## config.mk

```make
export PLATFORM = sky130hd
export DESIGN_NAME = mips_register_file
export DESIGN_NICKNAME = d
export VERILOG_FILES = /design/src/rtl/mips_pkg.sv /design/src/rtl/regfile_dump_fsm.sv /design/src/rtl/mips_register_file.sv
export SDC_FILE = /design/constraint.sdc
export NUM_CORES = 2
export LEC_CHECK = 0
export ABC_AREA = 1
export CELL_PAD_IN_SITES_DETAIL_PLACEMENT = 1
export CELL_PAD_IN_SITES_GLOBAL_PLACEMENT = 1
export CORE_UTILIZATION = 40
export CTS_CLUSTER_DIAMETER = 120
export DETAILED_ROUTE_END_ITERATION = 12
export PLACE_DENSITY_LB_ADDON = 0.1
export SKIP_CTS_REPAIR_TIMING = 1
export SYNTH_ARGS = -nofsm -noshare
export SYNTH_HDL_FRONTEND = slang
export SYNTH_SLANG_ARGS = --single-unit
```

## constraint.sdc

```tcl
create_clock -name i_clk -period 1.8 [get_ports i_clk]
set_input_delay 0.36 -clock i_clk [delete_from_list [all_inputs] [get_ports i_clk]]
set_output_delay 0.36 -clock i_clk [all_outputs]
set_load 0.05 [all_outputs]
```

## src/rtl/mips_pkg.sv

```systemverilog
// Shared definitions for the MIPS register file slice: register-file
// geometry constants and the dump state encoding.
package mips_pkg;

    localparam int REG_ADDR_W = 5;
    localparam int REG_DATA_W = 32;
    localparam int NUM_GPR    = 32;
    localparam int REG_ZERO   = 0;

    typedef enum logic [1:0] {
        RUN    = 2'd0,
        HALTED = 2'd1,
        DUMP   = 2'd2,
        DONE   = 2'd3
    } regfile_state_t;

endpackage

```

## src/rtl/regfile_dump_fsm.sv

```systemverilog
// Run/halt/dump controller for the register file. Tracks the architectural
// state, walks a pointer over every register during a dump and drives the
// valid/done handshake. Outputs are registered alongside the state.
module regfile_dump_fsm
    import mips_pkg::*;
#(
    parameter int NUM_REGS   = NUM_GPR,
    parameter int ADDR_WIDTH = REG_ADDR_W
) (
    input  logic                  clk,
    input  logic                  srst,
    input  logic                  halt,
    input  logic                  dump_start,
    input  logic                  dump_ready,
    output regfile_state_t        state,
    output logic                  halted,
    output logic                  dump_valid,
    output logic [ADDR_WIDTH-1:0] dump_addr,
    output logic                  dump_done
);

    localparam logic [ADDR_WIDTH-1:0] LAST_ADDR = ADDR_WIDTH'(NUM_REGS - 1);

    regfile_state_t        state_reg;
    logic [ADDR_WIDTH-1:0] ptr_reg;
    logic                  halted_reg;
    logic                  valid_reg;
    logic                  done_reg;

    // State, dump pointer and handshake outputs advance together so the
    // outputs always reflect the state being entered.
    always_ff @(posedge clk) begin
        if (srst) begin
            state_reg  <= RUN;
            ptr_reg    <= '0;
            halted_reg <= 1'b0;
            valid_reg  <= 1'b0;
            done_reg   <= 1'b0;
        end else begin
            case (state_reg)
                RUN: begin
                    if (halt) begin
                        state_reg  <= HALTED;
                        halted_reg <= 1'b1;
                    end
                end
                HALTED: begin
                    if (dump_start) begin
                        state_reg <= DUMP;
                        ptr_reg   <= '0;
                        valid_reg <= 1'b1;
                    end
                end
                DUMP: begin
                    // Pointer holds while the debug unit stalls; the last
                    // accepted word ends the dump without wrapping.
                    if (dump_ready) begin
                        if (ptr_reg == LAST_ADDR) begin
                            state_reg <= DONE;
                            valid_reg <= 1'b0;
                            done_reg  <= 1'b1;
                        end else begin
                            ptr_reg <= ptr_reg + 1'b1;
                        end
                    end
                end
                DONE: begin
                    state_reg <= HALTED;
                    done_reg  <= 1'b0;
                end
                default: begin
                    state_reg  <= RUN;
                    halted_reg <= 1'b0;
                    valid_reg  <= 1'b0;
                    done_reg   <= 1'b0;
                end
            endcase
        end
    end

    assign state      = state_reg;
    assign halted     = halted_reg;
    assign dump_valid = valid_reg;
    assign dump_addr  = ptr_reg;
    assign dump_done  = done_reg;

endmodule

```

## src/rtl/mips_register_file.sv

```systemverilog
// 32 x 32-bit MIPS general-purpose register file at the end of writeback.
// Two combinational read ports serve ID; after halt the contents are frozen
// and can be streamed out over a valid/ready dump port.
// Build option: define REGFILE_WRITE_BYPASS_EN to make the read ports return
// the in-flight write data when they address the register being written.
module mips_register_file
    import mips_pkg::*;
#(
    parameter int DATA_WIDTH = REG_DATA_W,
    parameter int NUM_REGS   = NUM_GPR,
    parameter int ADDR_WIDTH = REG_ADDR_W
) (
    input  logic                  i_clk,
    input  logic                  i_reset,
    input  logic [ADDR_WIDTH-1:0] i_rs_addr,
    input  logic [ADDR_WIDTH-1:0] i_rt_addr,
    output logic [DATA_WIDTH-1:0] o_rs_data,
    output logic [DATA_WIDTH-1:0] o_rt_data,
    input  logic                  i_wr_en,
    input  logic [ADDR_WIDTH-1:0] i_wr_addr,
    input  logic [DATA_WIDTH-1:0] i_wr_data,
    input  logic                  i_halt,
    output logic                  o_halted,
    input  logic                  i_dump_start,
    input  logic                  i_dump_ready,
    output logic                  o_dump_valid,
    output logic [ADDR_WIDTH-1:0] o_dump_addr,
    output logic [DATA_WIDTH-1:0] o_dump_data,
    output logic                  o_dump_done
);

    localparam logic [ADDR_WIDTH-1:0] ZERO_ADDR = ADDR_WIDTH'(REG_ZERO);

    regfile_state_t        state;
    logic                  write_commit;
    logic [DATA_WIDTH-1:0] regs [NUM_REGS];

    // Only a running core may update state; r0 never takes a write.
    assign write_commit = i_wr_en && (i_wr_addr != ZERO_ADDR) && (state == RUN);

    genvar gi;
    generate
        for (gi = 0; gi < NUM_REGS; gi++) begin : g_reg
            if (gi == REG_ZERO) begin : g_zero
                assign regs[gi] = '0;
            end else begin : g_gpr
                logic [DATA_WIDTH-1:0] q_reg;

                // One storage word per register, cleared on reset.
                always_ff @(posedge i_clk) begin
                    if (i_reset) begin
                        q_reg <= '0;
                    end else if (write_commit && (i_wr_addr == ADDR_WIDTH'(gi))) begin
                        q_reg <= i_wr_data;
                    end
                end

                assign regs[gi] = q_reg;
            end
        end
    endgenerate

`ifdef REGFILE_WRITE_BYPASS_EN
    // Write-through: a read of the register being committed this cycle sees
    // the new value, closing the WB->ID hazard inside the register file.
    assign o_rs_data = (write_commit && (i_rs_addr == i_wr_addr)) ? i_wr_data : regs[i_rs_addr];
    assign o_rt_data = (write_commit && (i_rt_addr == i_wr_addr)) ? i_wr_data : regs[i_rt_addr];
`else
    // Reads return the stored (pre-edge) value; hazards are handled upstream.
    assign o_rs_data = regs[i_rs_addr];
    assign o_rt_data = regs[i_rt_addr];
`endif

    regfile_dump_fsm #(
        .NUM_REGS   (NUM_REGS),
        .ADDR_WIDTH (ADDR_WIDTH)
    ) u_dump_fsm (
        .clk        (i_clk),
        .srst       (i_reset),
        .halt       (i_halt),
        .dump_start (i_dump_start),
        .dump_ready (i_dump_ready),
        .state      (state),
        .halted     (o_halted),
        .dump_valid (o_dump_valid),
        .dump_addr  (o_dump_addr),
        .dump_done  (o_dump_done)
    );

    // Third read mux feeding the dump port; the array is frozen while halted
    // so the word stays stable for as long as the debug unit stalls.
    assign o_dump_data = regs[o_dump_addr];

endmodule

```

# Word-level counts from Yosys, hierarchy flattened
# Index checks and enable logic that the tools add are counted.
[totals]
output_inout_bits = 104
romBits = 0
reg_bits = 1002
mem_count = 0
elab_cells = 150
ramBits = 0
latch_bits = 0
in_bits = 53
[classes]
n_div = 0
eq_ne = 40
shift = 0
n_reduce_logical = 42
n_mux = 25
n_mul = 0
addsub = 1
bitwise = 3
n_lt_le_gt_ge = 3
[ops]
columns = ["op", "n"]
rows = [
  ["$bmux 32 s5", 3],
  ["$mux 32", 6],
  ["$eq 5x5->1 const B", 17],
  ["$eq 5x4->1 const B", 8],
  ["$logic_and 1x1->1", 33],
  ["$eq 5x3->1 const B", 4],
  ["$ge 6x6->1 const B", 3],
  ["$not 5->6", 3],
  ["$mux 5", 3],
  ["$reduce_and 4->1", 3],
  ["$eq 5x2->1 const B", 2],
  ["$pmux 5 s2", 1],
  ["$mux 2", 4],
  ["$ne 2x2->1 const B", 4],
  ["$pmux 2 s4", 1],
  ["$add 5x1->5 const B", 1],
  ["$eq 5x1->1 const B", 1],
  ["$mux 1", 5],
  ["$reduce_bool 5->1", 1],
  ["$eq 2x2->1 const B", 2],
  ["$pmux 1 s2", 2],
  ["$reduce_bool 2->1", 2],
  ["$reduce_and 3->1", 1],
  ["$eq 2x1->1 const B", 1],
  ["other kinds (3)", 3],
]

# Longest topological paths before layout
[depth]
ltp_word = 4
ltp_mapped = 13
depth_no_buf = 9

# By module
# A second synthesis with hierarchy kept.
[hier_totals]
cells_unflattened = 11276
area_unflattened_um2 = 64360.5
[by_module_without_submodules]
columns = ["module", "instances", "area_per_inst_um2", "cells_per_inst", "seq_area_each_um2"]
rows = [
  ["mips_register_file", 1, 63718.6, 11183, 19859.0],
  ["regfile_dump_fsm", 1, 641.9, 93, 200.2],
]

# Worst setup path before layout
# Ideal clock, no wire load.
[synth_path]
path_kind = "register to output"
startpoint = "reg u_dump_fsm.ptr_reg[1], in the netlist u_dump_fsm.dump_addr[1]"
endpoint = "out o_dump_data[10]"
arrival_ns = 2.030
stages_incl_launch_ff = 10
path_buffers = 3
setup_slack_ns = -0.590
t_required_ns = 1.440
path_cell_list = "dfxtp_1 -> buf_4 -> buf_2 -> clkbuf_1 -> nand3_1 -> nand3_1 -> nand3_1 -> nand2_1 -> nand2_1 -> nand2_1"
[synth_between]
elab_chain_len = 4
[synth_rtl]
columns = ["item", "line_no", "text"]
rows = [
  ["start: declaration", "regfile_dump_fsm.sv:25", "logic [ADDR_WIDTH-1:0] ptr_reg;"],
  ["start signal: assignment", "regfile_dump_fsm.sv:63", "ptr_reg <= ptr_reg + 1'b1;"],
  ["$not 5->6 (not written as such)", "mips_register_file.sv:92", "assign o_dump_data = regs[o_dump_addr];"],
  ["$bmux 32 s5", "mips_register_file.sv:92", ""],
  ["$mux 32 (not written as such) (2 in series)", "mips_register_file.sv:92", ""],
  ["end: declaration", "mips_register_file.sv:28", "output logic [DATA_WIDTH-1:0] o_dump_data,"],
]
# No other way between the ends. The select of a mux whose other input is x is not followed.

# Worst setup path after layout
[layout_path]
startpoint = "reg u_dump_fsm.ptr_reg[0], in the netlist u_dump_fsm.dump_addr[0]"
endpoint = "out o_dump_data[9]"
# The elaborated chain is that of the path after synthesis.

==> results.md <==
* First-pass GRT wire length at 546000 um
* Most used flip-flop cell after synthesis: dfxtp_1
* Final-layout fill cell count at 20828
* CTS clock-pin slew for the worst setup and hold paths at 0.06 ns
* Multi-input gate area at 0.0418 mm2
* Register area at 0.0213 mm2
* R2R Path Start: u_dump_fsm.dump_addr[1]$_SDFFE_PP0P_
* CP startpoint: u_dump_fsm.dump_addr[0]$_SDFFE_PP0P_
* Logic pwr share at 0.428
* Share of cells above drive strength 1 at 0.274
* EDFF count, synth at 0
* CP Buf/Inv Count at 6
* Dpl cell area at 0.0779 mm2
* Final Cycle Share at 1.80
* VDD IR-drop max at 1.11 mV
* Fraction of registers with async set/reset at 0
* Distinct cells, synth at 23
* Die Y at 404 um
* IO Pins at 157
* Vias per inst at 6.27
* Syn Area/Cell at 5.75 um2
* Area of the core at 0.160 mm2
* Synth Register Bits at 1002
* Initial core utilization at 0.402
* Final Core Density at 0.549
* Final Slew Violations at 0
* GP Congestion at 0.950
* Most frequent cells after synthesis: nand2_1, nand3_1, dfxtp_1
* CTS Sinks at 1002
* Critical Path RT at 1.44 ns
* Register-to-Register Setup Slack at -0.31 ns
* Syn-to-layout area delta at 36.3%
* Leakage at 35.7 nW
* Pin count of the biggest net entering global routing at 49
* Min Tclk post-route at 3.24 ns
* Die area at 0.163 mm2
* GRT overflow at 0
* TNS Setup at -98.16 ns
* Max incr delay on CP at 0.36 ns
* Ys Warns at 0
* H-tree level count at 4
* Vias in the first global route at 84686
* Sw Pwr at 36.5 mW
* RSZ-0062 raised after global routing: true
* Die Wd at 404 um
* Top-count cell post-synth: nand2_1
* Synth area leader: dfxtp_1
* Max cap viols at 0
* Overall Global Routing Usage at 0.442
* Top cells by area, synth: dfxtp_1, nand2_1, nand3_1
* Drc violations at 0
* Clk pwr share at 0.310
* FMAX at 309 MHz
* IO buf count at 156
* Crit path kind: reg -> out
* Switching portion of total power at 0.413
* Crit path depth at 12
* Worst Clk Skew at 0.0163 ns
* Nets at 11472
* Clk Latency, worst-skew pair at 0.81 ns
* Share of the synthesized area in the top cell type at 0.311
* Hold slack at 0.208 ns
* Crit Reg-Reg Endpoint: u_dump_fsm.dump_addr[3]$_SDFFE_PP0P_
* Synth Cell Area at 0.0646 mm2
* Kind of cell adding the most delay to the critical path: buffers and inverters
* Inserted Clock Buffers at 133
* Failing checks: setup timing
* Clk buf depth at 3
* Final Hold Viols at 0
* Post-synthesis sequential area ratio at 0.311
* Antenna-violating nets left at 0
* Total number of vias at 85721
* Hold Crit Class: in -> reg
* Normalized max-slew margin at 0.621
* CTS tree: yes
* Pwr dens at 1000 mW/mm2
* Crit-path slowest cell: dfxtp_4
* Root buffer selected by CTS: clkbuf_16
* Fin worst setup slack at -1.44 ns
* R2R depth at 11
* Outcome: finished, violations left
* Setup crit start kind: flip-flop
* DR WL/cell at 28.2 um
* Synth Instances at 11235
* Cell area after layout at 0.0880 mm2
* FP Rows at 147
* CP arrival at 2.88 ns
* Post-DP HPWL at 251000 um
* Worst Setup EP: o_dump_data[9]
* Net Count, Synth at 11295
* Worst slew pin tran at 0.569 ns
* Endpoints failing setup at 472
* Number of flip-flops in the largest register at 992
* Cell Chain, Critical Path: buf_12 -> inv_16 -> nor2_4 -> buf_12 -> buf_12 -> clkbuf_16 -> nand2_2 -> nand3_2 -> nand3_2 -> nand3_4 -> nand2_4 -> buf_12
* Worst Setup End Kind: output port
* Internal power at 51.9 mW
* Initial antenna violation count at 9
* Starting DRT DRC Count at 9744
* Final wirelength at 385000 um
* Cell mode on critical path: buf_12
* DR pass1 iterations at 6
* Crit-path max FO at 8
* Seq pwr share at 0.262
[final cells by class]
| cell class | instances | area share |
|---|---|---|
| tap | 2160 | 0.0307 |
| sequential | 1002 | 0.242 |
| clock inverter | 38 | 0.00508 |
| clock buffer | 189 | 0.0436 |
| inverter | 773 | 0.0345 |
| timing repair buffer | 1064 | 0.169 |
| antenna | 4 | 0.000114 |
| multi-input combinational | 8438 | 0.475 |
[how the worst min path moves through the flow]
stage | startpoint | end | slack, ns | cells after the start
final | i_halt | u_dump_fsm.halted$_SDFFE_PP0P_ | 0.21 | 3
after CTS | i_halt | u_dump_fsm.halted$_SDFFE_PP0P_ | 0.19 | 3
after global placement | g_reg[9].g_gpr.q_reg[13]$_SDFFE_PP0P_ | g_reg[9].g_gpr.q_reg[13]$_SDFFE_PP0P_ | 0.45 | 2
after floorplan | i_reset | g_reg[24].g_gpr.q_reg[31]$_SDFFE_PP0P_ | 0.43 | 1
after detailed placement | u_dump_fsm.dump_valid$_SDFFE_PP0P_ | u_dump_fsm.dump_valid$_SDFFE_PP0P_ | 0.46 | 2
after global routing | i_halt | u_dump_fsm.halted$_SDFFE_PP0P_ | 0.24 | 3
[cell families (layout without fill, tap and decap cells)]
| family | count (synthesis) | after routing | share of synthesized area |
|---|---|---|---|
| and+or+nand+nor | 6560 | 6561 | 0.429 |
| DFF | 1002 | 1002 | 0.311 |
| AOI/OAI and AO/OA | 1870 | 1870 | 0.145 |
| adders and majority gates | 7 | 7 | 0.00136 |
| other | 0 | 4 | 0 |
| buffers and inverters | 1796 | 2064 | 0.114 |
[layout by cell type (no fill, tap or decap), types with 4 or more instances in the layout]
cell | Yosys | layout
o21ai_0 | 930 | 923
dfxtp_2 | 0 | 597
nor2_4 | 3 | 4
inv_4 | 0 | 7
nand3_4 | 0 | 12
inv_8 | 0 | 6
clkinv_2 | 0 | 20
inv_1 | 758 | 632
nor2_1 | 544 | 544
ha_1 | 7 | 5
inv_6 | 0 | 9
diode_2 | 0 | 4
o21ai_1 | 67 | 71
bufinv_16 | 0 | 8
dfxtp_1 | 1002 | 284
clkbuf_8 | 0 | 23
buf_8 | 0 | 6
nand3_1 | 2371 | 1938
clkbuf_1 | 546 | 31
buf_4 | 61 | 473
inv_2 | 15 | 124
clkbuf_16 | 0 | 154
a21oi_1 | 872 | 871
clkdlybuf4s50_1 | 0 | 42
nand2_2 | 17 | 464
nand3_2 | 1 | 422
dfxtp_4 | 0 | 121
nand2_1 | 3614 | 3007
buf_12 | 0 | 484
buf_16 | 0 | 15
nand2_8 | 0 | 4
nand2_4 | 1 | 158
buf_6 | 1 | 25
[layer usage]
layer / vias to the layer above / wire [um] / track usage / part of all wire
met5: - / 36 / 0 / 0.000094
met4: 6 / 28800 / 0.285 / 0.075
met3: 1639 / 41600 / 0.0891 / 0.11
met2: 5237 / 168000 / 0.682 / 0.44
met1: 41927 / 146000 / 0.559 / 0.38
li1: 36912 / - / - / -
[stage by stage]
| stage | setup slack, ns | total power, mW | cells |
|---|---|---|---|
| final | -1.44 | 88.4 | 13668 |
| after global routing | -1.43 | 90.5 | 13665 |
| after CTS | -1.39 | 84.3 | 13607 |
| after detailed placement | -0.776 | 57.2 | 13380 |
| after global placement | -0.730 | 56.6 | 13380 |
| after floorplan | -0.0420 | 41.0 | 11235 |
[power groups by stage]
stage	Clock, mW	Combinational [mW]	Sequential [mW]
2_1_floorplan	0	17.4	23.6
3_3_place_gp	0	33.0	23.6
3_5_place_dp	0	33.6	23.7
4_1_cts	27.4	33.7	23.2
5_1_grt	28.3	39.1	23.2
6_report	27.4	37.9	23.1
[worst min-delay path, stage by stage]
cell	delay [ns]
clkdlybuf4s50_1	0.48
a21oi_1	0.07
nor2_1	0.08
Note: power is estimated with default switching activity, not from simulation.
